==> src/rtl/apb_exe_pkg.sv <==
// Shared definitions for the APB front-end of the exe unit.
//   - byte offsets of every register in the map, and their word indices
//     (PADDR[4:2]) as used by the decoder
//   - bit positions inside CTRL and STATUS
//   - sequencer state encoding
package apb_exe_pkg;

  typedef logic [2:0] reg_idx_t;

  localparam logic [7:0] ADDR_ARG_A  = 8'h00;
  localparam logic [7:0] ADDR_ARG_B  = 8'h04;
  localparam logic [7:0] ADDR_CTRL   = 8'h08;
  localparam logic [7:0] ADDR_RESULT = 8'h0C;
  localparam logic [7:0] ADDR_STATUS = 8'h10;
  localparam logic [7:0] ADDR_IRQ_EN = 8'h14;

  localparam reg_idx_t IDX_ARG_A  = reg_idx_t'(ADDR_ARG_A  >> 2);
  localparam reg_idx_t IDX_ARG_B  = reg_idx_t'(ADDR_ARG_B  >> 2);
  localparam reg_idx_t IDX_CTRL   = reg_idx_t'(ADDR_CTRL   >> 2);
  localparam reg_idx_t IDX_RESULT = reg_idx_t'(ADDR_RESULT >> 2);
  localparam reg_idx_t IDX_STATUS = reg_idx_t'(ADDR_STATUS >> 2);
  localparam reg_idx_t IDX_IRQ_EN = reg_idx_t'(ADDR_IRQ_EN >> 2);

  localparam int START_BIT = 8;  // CTRL
  localparam int DONE_BIT  = 8;  // STATUS
  localparam int BUSY_BIT  = 9;  // STATUS

  typedef enum logic [1:0] {
    IDLE,
    WAIT,
    CAPT
  } exe_seq_state_t;

endpackage

==> src/rtl/apb_exe_if.sv <==
// APB3 bus bundle between the master and apb_exe_slave.
// Signal names keep the slave's port view (i_* driven by the master,
// o_* driven by the slave).
//   i_psel, i_penable, i_pwrite, i_paddr[AW], i_pwdata[DW] : master -> slave
//   o_prdata[DW], o_pready, o_pslverr                      : slave -> master
interface apb_exe_if #(
  parameter int AW = 8,
  parameter int DW = 32
);
  logic          i_psel;
  logic          i_penable;
  logic          i_pwrite;
  logic [AW-1:0] i_paddr;
  logic [DW-1:0] i_pwdata;
  logic [DW-1:0] o_prdata;
  logic          o_pready;
  logic          o_pslverr;

  modport master (
    output i_psel, i_penable, i_pwrite, i_paddr, i_pwdata,
    input  o_prdata, o_pready, o_pslverr
  );

  modport slave (
    input  i_psel, i_penable, i_pwrite, i_paddr, i_pwdata,
    output o_prdata, o_pready, o_pslverr
  );
endinterface

==> src/rtl/apb_exe_seq.sv <==
// Operation sequencer for apb_exe_slave.
// A START moves IDLE -> WAIT; WAIT lasts EXE_LAT cycles while the exe unit
// computes; CAPT lasts one cycle, during which the top loads the result.
// With START at edge k, capture happens at edge k+EXE_LAT+1.
// Ports:
//   i_clk, i_rsn : clock, async active-low reset
//   start        : in,  one-cycle request (only honoured in IDLE)
//   busy         : out, registered, high in WAIT and CAPT
//   capture      : out, registered, high during CAPT (load strobe)
module apb_exe_seq
  import apb_exe_pkg::*;
#(
  parameter int EXE_LAT = 1
) (
  input  logic i_clk,
  input  logic i_rsn,
  input  logic start,
  output logic busy,
  output logic capture
);

  localparam int CW = (EXE_LAT > 1) ? $clog2(EXE_LAT) : 1;

  exe_seq_state_t state_q;
  logic [CW-1:0]  cnt_q;
  logic           busy_q;
  logic           capture_q;

  // NOTE: state lives in flops updated with non-blocking assignments so every
  // register samples the pre-edge values, independent of statement order.
  always_ff @(posedge i_clk or negedge i_rsn) begin
    if (!i_rsn) begin
      state_q   <= IDLE;
      cnt_q     <= '0;
      busy_q    <= 1'b0;
      capture_q <= 1'b0;
    end else begin
      capture_q <= 1'b0;
      case (state_q)
        IDLE: begin
          if (start) begin
            state_q <= WAIT;
            cnt_q   <= CW'(EXE_LAT - 1);
            busy_q  <= 1'b1;
          end
        end
        WAIT: begin
          if (cnt_q == '0) begin
            state_q   <= CAPT;
            capture_q <= 1'b1;
          end else begin
            cnt_q <= cnt_q - CW'(1);
          end
        end
        CAPT: begin
          state_q <= IDLE;
          busy_q  <= 1'b0;
        end
        default: begin
          state_q <= IDLE;
          busy_q  <= 1'b0;
        end
      endcase
    end
  end

  assign busy    = busy_q;
  assign capture = capture_q;

endmodule

==> src/rtl/apb_exe_slave.sv <==
// APB3 slave front-end for the exe unit: operand/opcode registers, START
// sequencing, and capture of the unit's registered result/status.
// Optional feature macro: APB_EXE_IRQ_EN (adds o_irq and register 0x14 IRQ_EN).
// Ports:
//   i_clk, i_rsn          : clock (rising edge), async active-low reset
//   apb (slave modport)   : APB3 bus; only PADDR[4:2] is decoded
//   o_argA, o_argB, o_oper: operand and opcode registers to the exe unit
//   i_result, i_status    : exe unit outputs {ERROR,ODD,ZERO,NEG}
//   o_irq (optional)      : registered DONE & IRQ_EN
module apb_exe_slave
  import apb_exe_pkg::*;
#(
  parameter int MBIT    = 4,
  parameter int NBIT    = 2,
  parameter int AW      = 8,
  parameter int DW      = 32,
  parameter int EXE_LAT = 1
) (
  input  logic            i_clk,
  input  logic            i_rsn,
  apb_exe_if.slave        apb,
  output logic [MBIT-1:0] o_argA,
  output logic [MBIT-1:0] o_argB,
  output logic [NBIT-1:0] o_oper,
  input  logic [MBIT-1:0] i_result,
  input  logic [3:0]      i_status
`ifdef APB_EXE_IRQ_EN
  ,
  output logic            o_irq
`endif
);

`ifdef APB_EXE_IRQ_EN
  localparam reg_idx_t IDX_LAST = IDX_IRQ_EN;
`else
  localparam reg_idx_t IDX_LAST = IDX_STATUS;
`endif

  logic [AW-1:0]   paddr;
  logic [DW-1:0]   pwdata;
  logic [DW-1:0]   rdata;
  reg_idx_t        idx;
  logic            access, mapped, rd_hold, wr_blocked;
  logic            wr_commit, rd_done, start;
  logic            busy, capture;
  logic            unused_apb;

  logic [MBIT-1:0] arg_a_q, arg_a_d;
  logic [MBIT-1:0] arg_b_q, arg_b_d;
  logic [NBIT-1:0] oper_q, oper_d;
  logic [MBIT-1:0] result_q, result_d;
  logic [3:0]      status_q, status_d;
  logic            done_q, done_d;
`ifdef APB_EXE_IRQ_EN
  logic            irq_en_q, irq_en_d;
  logic            irq_q, irq_d;
`endif

  assign paddr      = apb.i_paddr;
  assign pwdata     = apb.i_pwdata;
  // Address/data bits outside the decoded fields are intentionally ignored.
  assign unused_apb = ^{paddr, pwdata};

  apb_exe_seq #(.EXE_LAT(EXE_LAT)) u_seq (
    .i_clk   (i_clk),
    .i_rsn   (i_rsn),
    .start   (start),
    .busy    (busy),
    .capture (capture)
  );

  // Decode and APB response.
  always_comb begin
    idx    = paddr[4:2];
    access = apb.i_psel & apb.i_penable;
    mapped = (idx <= IDX_LAST);
    // RESULT/STATUS reads stall (from setup onward) until the capture edge
    // has passed, so they always return the fresh value.
    rd_hold    = apb.i_psel & ~apb.i_pwrite & busy &
                 ((idx == IDX_RESULT) | (idx == IDX_STATUS));
    // Operand/opcode writes are refused while busy so the unit sees stable inputs.
    wr_blocked = apb.i_pwrite & busy & (idx <= IDX_CTRL);
    wr_commit  = access & apb.i_pwrite & mapped & ~wr_blocked;
    rd_done    = access & ~apb.i_pwrite & mapped & ~rd_hold;
    start      = wr_commit & (idx == IDX_CTRL) & pwdata[START_BIT];

    rdata = '0;
    case (idx)
      IDX_ARG_A:  rdata[MBIT-1:0] = arg_a_q;
      IDX_ARG_B:  rdata[MBIT-1:0] = arg_b_q;
      IDX_CTRL:   rdata[NBIT-1:0] = oper_q;
      IDX_RESULT: rdata[MBIT-1:0] = result_q;
      IDX_STATUS: begin
        rdata[3:0]      = status_q;
        rdata[DONE_BIT] = done_q;
        rdata[BUSY_BIT] = busy;
      end
`ifdef APB_EXE_IRQ_EN
      IDX_IRQ_EN: rdata[0] = irq_en_q;
`endif
      default:    rdata = '0;
    endcase

    apb.o_prdata  = rd_done ? rdata : '0;
    apb.o_pready  = ~rd_hold;
    apb.o_pslverr = access & (~mapped | wr_blocked);
  end

  // Next-state for the register file.
  // NOTE: every variable gets its hold value first, so no path through this
  // block leaves a signal unassigned and no latch is inferred.
  always_comb begin
    arg_a_d  = arg_a_q;
    arg_b_d  = arg_b_q;
    oper_d   = oper_q;
    result_d = result_q;
    status_d = status_q;
    done_d   = done_q;
`ifdef APB_EXE_IRQ_EN
    irq_en_d = irq_en_q;
    irq_d    = done_q & irq_en_q;
`endif

    if (wr_commit) begin
      case (idx)
        IDX_ARG_A: arg_a_d = pwdata[MBIT-1:0];
        IDX_ARG_B: arg_b_d = pwdata[MBIT-1:0];
        IDX_CTRL:  oper_d  = pwdata[NBIT-1:0];
`ifdef APB_EXE_IRQ_EN
        IDX_IRQ_EN: irq_en_d = pwdata[0];
`endif
        default: ;
      endcase
    end

    if (capture) begin
      result_d = i_result;
      status_d = i_status;
    end

    // Capture is applied last so a simultaneous clear loses to the set.
    if (start || (rd_done && (idx == IDX_RESULT))) done_d = 1'b0;
    if (capture)                                   done_d = 1'b1;
  end

  always_ff @(posedge i_clk or negedge i_rsn) begin
    if (!i_rsn) begin
      arg_a_q  <= '0;
      arg_b_q  <= '0;
      oper_q   <= '0;
      result_q <= '0;
      status_q <= '0;
      done_q   <= 1'b0;
`ifdef APB_EXE_IRQ_EN
      irq_en_q <= 1'b0;
      irq_q    <= 1'b0;
`endif
    end else begin
      arg_a_q  <= arg_a_d;
      arg_b_q  <= arg_b_d;
      oper_q   <= oper_d;
      result_q <= result_d;
      status_q <= status_d;
      done_q   <= done_d;
`ifdef APB_EXE_IRQ_EN
      irq_en_q <= irq_en_d;
      irq_q    <= irq_d;
`endif
    end
  end

  assign o_argA = arg_a_q;
  assign o_argB = arg_b_q;
  assign o_oper = oper_q;
`ifdef APB_EXE_IRQ_EN
  assign o_irq  = irq_q;
`endif

endmodule

==> src/flat_wrapper.sv <==
// flat-port wrapper written by rule: the top's interface ports become plain ports
module apb_exe_slave_flat import apb_exe_pkg::*;
#(
  parameter int MBIT    = 4,
  parameter int NBIT    = 2,
  parameter int AW      = 8,
  parameter int DW      = 32,
  parameter int EXE_LAT = 1
)
  (i_clk, i_rsn, o_argA, o_argB, o_oper, i_result, i_status, apb_i_psel, apb_i_penable, apb_i_pwrite, apb_i_paddr, apb_i_pwdata, apb_o_prdata, apb_o_pready, apb_o_pslverr);
  apb_exe_if #(.AW(AW), .DW(DW)) apb_i ();
  input  logic i_clk;
  input  logic i_rsn;
  output logic [MBIT-1:0] o_argA;
  output logic [MBIT-1:0] o_argB;
  output logic [NBIT-1:0] o_oper;
  input  logic [MBIT-1:0] i_result;
  input  logic [3:0] i_status;
  input wire logic [$bits(apb_i.i_psel)-1:0] apb_i_psel;
  input wire logic [$bits(apb_i.i_penable)-1:0] apb_i_penable;
  input wire logic [$bits(apb_i.i_pwrite)-1:0] apb_i_pwrite;
  input wire logic [$bits(apb_i.i_paddr)-1:0] apb_i_paddr;
  input wire logic [$bits(apb_i.i_pwdata)-1:0] apb_i_pwdata;
  output wire logic [$bits(apb_i.o_prdata)-1:0] apb_o_prdata;
  output wire logic [$bits(apb_i.o_pready)-1:0] apb_o_pready;
  output wire logic [$bits(apb_i.o_pslverr)-1:0] apb_o_pslverr;
  assign apb_i.i_psel = apb_i_psel;
  assign apb_i.i_penable = apb_i_penable;
  assign apb_i.i_pwrite = apb_i_pwrite;
  assign apb_i.i_paddr = apb_i_paddr;
  assign apb_i.i_pwdata = apb_i_pwdata;
  assign apb_o_prdata = apb_i.o_prdata;
  assign apb_o_pready = apb_i.o_pready;
  assign apb_o_pslverr = apb_i.o_pslverr;
  apb_exe_slave #(.MBIT(MBIT), .NBIT(NBIT), .AW(AW), .DW(DW), .EXE_LAT(EXE_LAT)) u_core (.i_clk(i_clk), .i_rsn(i_rsn), .apb(apb_i), .o_argA(o_argA), .o_argB(o_argB), .o_oper(o_oper), .i_result(i_result), .i_status(i_status));
endmodule
==> config.mk <==
export PLATFORM = sky130hd
export DESIGN_NAME = apb_exe_slave_flat
export DESIGN_NICKNAME = d
export VERILOG_FILES = /design/src/rtl/apb_exe_pkg.sv /design/src/rtl/apb_exe_if.sv /design/src/rtl/apb_exe_seq.sv /design/src/rtl/apb_exe_slave.sv /design/src/flat_wrapper.sv
export SDC_FILE = /design/constraint.sdc
export NUM_CORES = 1
export LEC_CHECK = 0
export CAP_MARGIN = 10
export CORE_AREA = 2 2 80 82
export CTS_CLUSTER_SIZE = 14
export DETAILED_ROUTE_END_ITERATION = 10
export DIE_AREA = 0 0 82 84
export PLACE_DENSITY = 0.6
export SYNTH_ARGS = -nofsm -noshare
export SYNTH_HDL_FRONTEND = slang
export SYNTH_SLANG_ARGS = --single-unit
export TNS_END_PERCENT = 100
==> constraint.sdc <==
create_clock -name i_clk -period 2.2 [get_ports i_clk]
set_input_delay 0.22 -clock i_clk [delete_from_list [all_inputs] [get_ports i_clk]]
set_output_delay 0.22 -clock i_clk [all_outputs]
set_load 0.005 [all_outputs]
# Word-level counts from Yosys, hierarchy flattened
# Cells that the tools add are included.
# op_classes
order_cmp,2
n_eq_ne,7
n_addsub,1
mux,16
bitwise,22
n_reduce_logical,12
# ops
op,n
bitwise AND 1 bit,15
AND reduction 2 bit,6
2-to-1 mux 10 bit,1
one-hot mux 2 bit (5 select lines),1
one-hot mux 2 bit (4 select lines),1
2-to-1 mux 1 bit,7
"equality test 3 x 2 -> 1 bit, second input constant",2
2-to-1 mux 2 bit,3
inverter 1 bit,5
one-hot mux 1 bit (2 select lines),2
one-hot mux 2 bit (2 select lines),1
nonzero test 2 bit,2
"equality test 3 x 1 -> 1 bit, second input constant",1
"equality test 3 bit, second input constant",1
"<= comparator 3 x 2 -> 1 bit, second input constant",1
"<= comparator 3 bit, second input constant",1
logical NOT 3 bit,1
"equality test 2 x 1 -> 1 bit, second input constant",1
logical NOT 2 bit,1
"!= test 2 x 1 -> 1 bit, second input constant",1
"!= test 2 bit, second input constant",1
OR 1 bit,2
logical AND 1 bit,1
logical OR 1 bit,1
"subtractor 1 bit, second input constant",1
# totals
register_bits,24
word_cells,70

# Longest topological paths before layout
# logic_depth
word_depth,10
mapped_depth,5
depth_no_buf,3

# Hierarchy
# A second synthesis with hierarchy kept.
# unflattened
cells_unflattened,125
hier_area_um2,1385.1
# by_module_without_submodules
module,instances,seq_area_each_um2,area_each_um2,cells_per_inst
apb_exe_slave,1,475.5,1239.9,115
apb_exe_seq,1,100.1,145.1,10

# Worst setup path before layout
# OpenSTA, ideal clock, no wires.
# synth_timing
kind,register -> register
from,"reg u_core.u_seq.busy_q, in the netlist u_core.u_seq.busy"
to,"reg u_core.arg_b_q[0], in the netlist u_core.o_argB[0]"
stages_incl_launch_ff,5
arrival_time_ns,1.403
t_required_ns,2.075
slack_ns,0.671
synth_period_minus_slack_ns,1.529
cell_sequence,dfrtp_1 > nand4b_4 > or4_4 > buf_6 > mux2_4
# synth_via
elab_chain_len,5
# synth_lines
element,line_no,text
from (decl),apb_exe_seq.sv:26,logic busy_q;
from (signal assigned),apb_exe_seq.sv:35,busy_q <= 1'b0;
from (signal assigned),apb_exe_seq.sv:44,busy_q <= 1'b1;
from (signal assigned),apb_exe_seq.sv:57,busy_q <= 1'b0;
bitwise AND 1 bit (2 in series),apb_exe_slave.sv:82,wr_blocked = apb.i_pwrite & busy & (idx <= IDX_CTRL);
inverter 1 bit,apb_exe_slave.sv:83,wr_commit = access & apb.i_pwrite & mapped & ~wr_blocked;
bitwise AND 1 bit,apb_exe_slave.sv:83,
AND reduction 2 bit (no source line),-,
to (signal assigned),apb_exe_slave.sv:160,arg_b_q <= arg_b_d;
to (decl),apb_exe_slave.sv:49,"logic [MBIT-1:0] arg_b_q, arg_b_d;"
# No other way between the ends.
# A chain may end at the register's enable or synchronous reset.

# Worst setup path after layout
# layout_timing
from,in apb_i_paddr[2]
to,out apb_o_prdata[2]
# layout_via
elab_chain_len,6
word_cells_on_any_way,12
# layout_lines
element,line_no,text
from (decl),flat_wrapper.sv:22,input wire logic [$bits(apb_i.i_paddr)-1:0] apb_i_paddr;
equality test 3 x 2 -> 1 bit / equality test 3 bit (equally long branches),"apb_exe_slave.sv:80, apb_exe_slave.sv:88",
OR 1 bit,apb_exe_slave.sv:80,((idx == IDX_RESULT) | (idx == IDX_STATUS));
bitwise AND 1 bit,apb_exe_slave.sv:79,rd_hold = apb.i_psel & ~apb.i_pwrite & busy &
inverter 1 bit,apb_exe_slave.sv:84,rd_done = access & ~apb.i_pwrite & mapped & ~rd_hold;
bitwise AND 1 bit,apb_exe_slave.sv:84,
2-to-1 mux 10 bit *,apb_exe_slave.sv:104,apb.o_prdata = rd_done ? rdata : '0;
to (decl),flat_wrapper.sv:24,output wire logic [$bits(apb_i.o_prdata)-1:0] apb_o_prdata;
# Mark *: on every way between the ends. The rest lies on a longest branch, timed or not.

==> flow_summary.yaml <==
sta:
  slew_viol_final: 0
  layout_setup_ws_ns: 0.0887
  tns_ns: 0
  fin_crit_ns: 2.11
  hold_violations: 0
  clock.fmax_mhz: 474
  fin_crit_sh: 0.960
  skew_ns: 0.00207
  setup_viol: 0
  rsz0062_at_grt: "no"
worst_setup_path:
  cp-endpoint: "apb_o_prdata[2]"
  r2r-end: "u_core.o_argA[0]"
  crit_path_max_fanout: 6
  reg2reg_slack_ns: 0.64
  cp-end-kind: "output pin"
  critPathRequiredTime_ns: 1.98
  r2r-start: "u_core.u_seq.busy"
  cp-startpoint: "apb_i_paddr[2]"
  start_kind: "primary input"
  crit_type: "in -> out"
  ff2ff_path_depth: 3
  cp.arrival_ns: 1.89
cts:
  cts_hold_buf: 0
  root_buffer: "clkbuf_8"
  clkTransAtPathRegs_ns: 0.08
  clkLatencyLatePin_ns: 0.26
  clock_path_buffers: 2
  cts.sinks: 23
  cts_tree: "done"
  cts_made_buffers: 3
  ctsHtreeMaxLevel: 1
placement:
  dp_hpwl_um: 2580
  place.gp.congestion: 0.764
  place_ws_ns: -0.250
  dpl_cell_area_mm2: 0.00190
  io_buffers: 37
grt:
  grt_pass1_wl_um: 5170
  globalRouteTotalUtil: 0.100
  grt_start_max_net_pins: 24
  grt_pass1_vias: 1023
  grt_antenna_before_repair: 0
  grt_overflow: 0
routing:
  drcViolationCount: 0
  viasPerCell: 4.10
  dr.pass1.iters: 4
  ant_nets: 0
  drt-total-wl_um: 3380
  wire_per_inst_um: 12.9
  vias: 1075
  drtIter0Drc: 15
finish:
  utilization: 0.334
  syn_to_final_growth_pct: 40.5
  layout.nets: 239
  fill_cells: 646
  drive_gt1_frac: 0.330
  antenna_cells: 0
  final_area_mm2: 0.00203
floorplanning:
  core_region_area_mm2: 0.00610
  die_y_um: 84
  initial_core_util: 0.237
  io_pins: 97
  rows: 29
  die_w_um: 82
  die_area_mm2: 0.00689
synthesis:
  synth_top_area_cell: "dfrtp_1"
  async_reset_ff_frac: 1.00
  yosys_warnings: 0
  yosysUniqueCellTypes: 30
  postSynthAreaPerCell_um2: 11.1
  synth_top_area_share: 0.398
  synth_area_leaders: "dfrtp_1 (40%), buf_4 (14%), mux2_2 (11%)"
  netlist_area_mm2: 0.00145
  yosysSeqAreaShare: 0.398
  ys_seq_elements: 23
  ys.flop_type: "dfrtp_1"
  netlist_instances: 130
  synth-edff-count: 0
power_and_ir_drop:
  p_total_mw: 0.834
  powerDensity_mw_per_mm2: 410
  p_leak_nw: 1.01
  vdd_ir_drop_max_v: 0.000180
flow_run:
  max_cap_violations: 0
min_path:
  hold_class: "in -> async"
status:
  status: "finished, final reports clean"
==> registers in the layout, summed over array words and instances (netlist names) <==
register,flops
u_core.done_q,1
u_core.o_argA,4
u_core.o_argB,4
u_core.o_oper,2
u_core.result_q,4
u_core.status_q,4
u_core.u_seq.busy,1
u_core.u_seq.capture,1
u_core.u_seq.state_q,2
==> layer usage <==
layer  GRT usage  vias to the layer above  share of wire
met5           0                        -              0
met2       0.152                       42           0.46
met1       0.142                      515           0.47
li1            -                      516              -
met3      0.0162                        2          0.060
met4      0.0364                        0         0.0080
==> worst max-delay path, cell delays in order <==
cell and delay [ns]:
dlygate4sd2_1 0.27, buf_4 0.17, buf_4 0.14, inv_4 0.08, a221oi_4 0.07, nor4_2 0.29, buf_4 0.15, clkdlybuf4s50_1 0.50
==> cells in the final DEF, fill, tap and decap left out, drive strengths merged, types with 2 or more instances in the layout <==
cell type	instances
conb	27
clkdlybuf4s50	27
dfrtp	23
buf	23
mux2	22
dlygate4sd2	7
a21oi	6
nand2	5
clkbuf	5
and3b	4
nor4b	4
nor4	3
nor2b	3
o21ai	3
or4	3
nand3b	2
a21boi	2
nor2	2
a211oi	2
dlymetal6s2s	2
inv	2
a221oi	2
nand4b	2
==> cells in the mapped netlist, types with 4 or more instances <==
cell type	instances
a21oi_1	6
and3b_1	4
buf_4	27
dfrtp_1	23
mux2_2	14
mux2_4	8
nand2_1	5
nor4b_1	4
==> worst min path at each step <==
stage,from,endpoint,slack (ns),depth (start not counted)
floorplan,i_rsn,u_core.done_q,-0.08,0
global placement,u_core.u_seq.state_q[1],u_core.u_seq.busy,0.47,1
detailed placement,u_core.u_seq.state_q[1],u_core.u_seq.busy,0.46,1
CTS,i_rsn,u_core.o_oper[0],0.32,2
global route,i_rsn,u_core.result_q[2],0.34,2
finish,i_rsn,u_core.o_oper[0],0.31,2
==> where the power goes <==
part / internal (mW) / switching [mW] / total [mW] / leakage [nW]
Clock: 0.129 / 0.130 / 0.259 / 0.0228
Sequential: 0.425 / 0.00252 / 0.428 / 0.316
Combinational: 0.0768 / 0.0697 / 0.147 / 0.669
Total: 0.631 / 0.202 / 0.834 / 1.01
==> cells by family after synthesis <==
logic type	count (synthesis)	share of synthesized area
flip-flops	23	0.398
AO/OA/AOI/OAI	18	0.0787
buffers and inverters	37	0.179
multiplexers	22	0.192
other	1	0.00259
AND/OR/NAND/NOR	29	0.150
==> layout make-up <==
cell class | instances | area [um^2] | area share
multi-input combinational | 96 | 766 | 0.376
sequential | 23 | 576 | 0.283
timing repair buffer | 60 | 542 | 0.266
tap | 77 | 96.3 | 0.0474
clock buffer | 4 | 45.0 | 0.0221
inverter | 2 | 10.0 | 0.00492
==> what timing repair did <==
item | 4_1_cts | 5_1_grt
buffers inserted | 0 | 4
gates cloned | 0 | 0
pin swaps | 2 | 2
hold endpoints to repair | 0 | 0
setup endpoints to repair | 6 | 1
resized for setup | 18 | 8
==> metrics by stage <==
step                cells  hold slack (ns)
CTS                   258            0.317
global placement      254            0.468
floorplan             156          -0.0756
global route          262            0.339
detailed placement    254            0.464
finish                262            0.306
(Power assumes the default switching activity.)
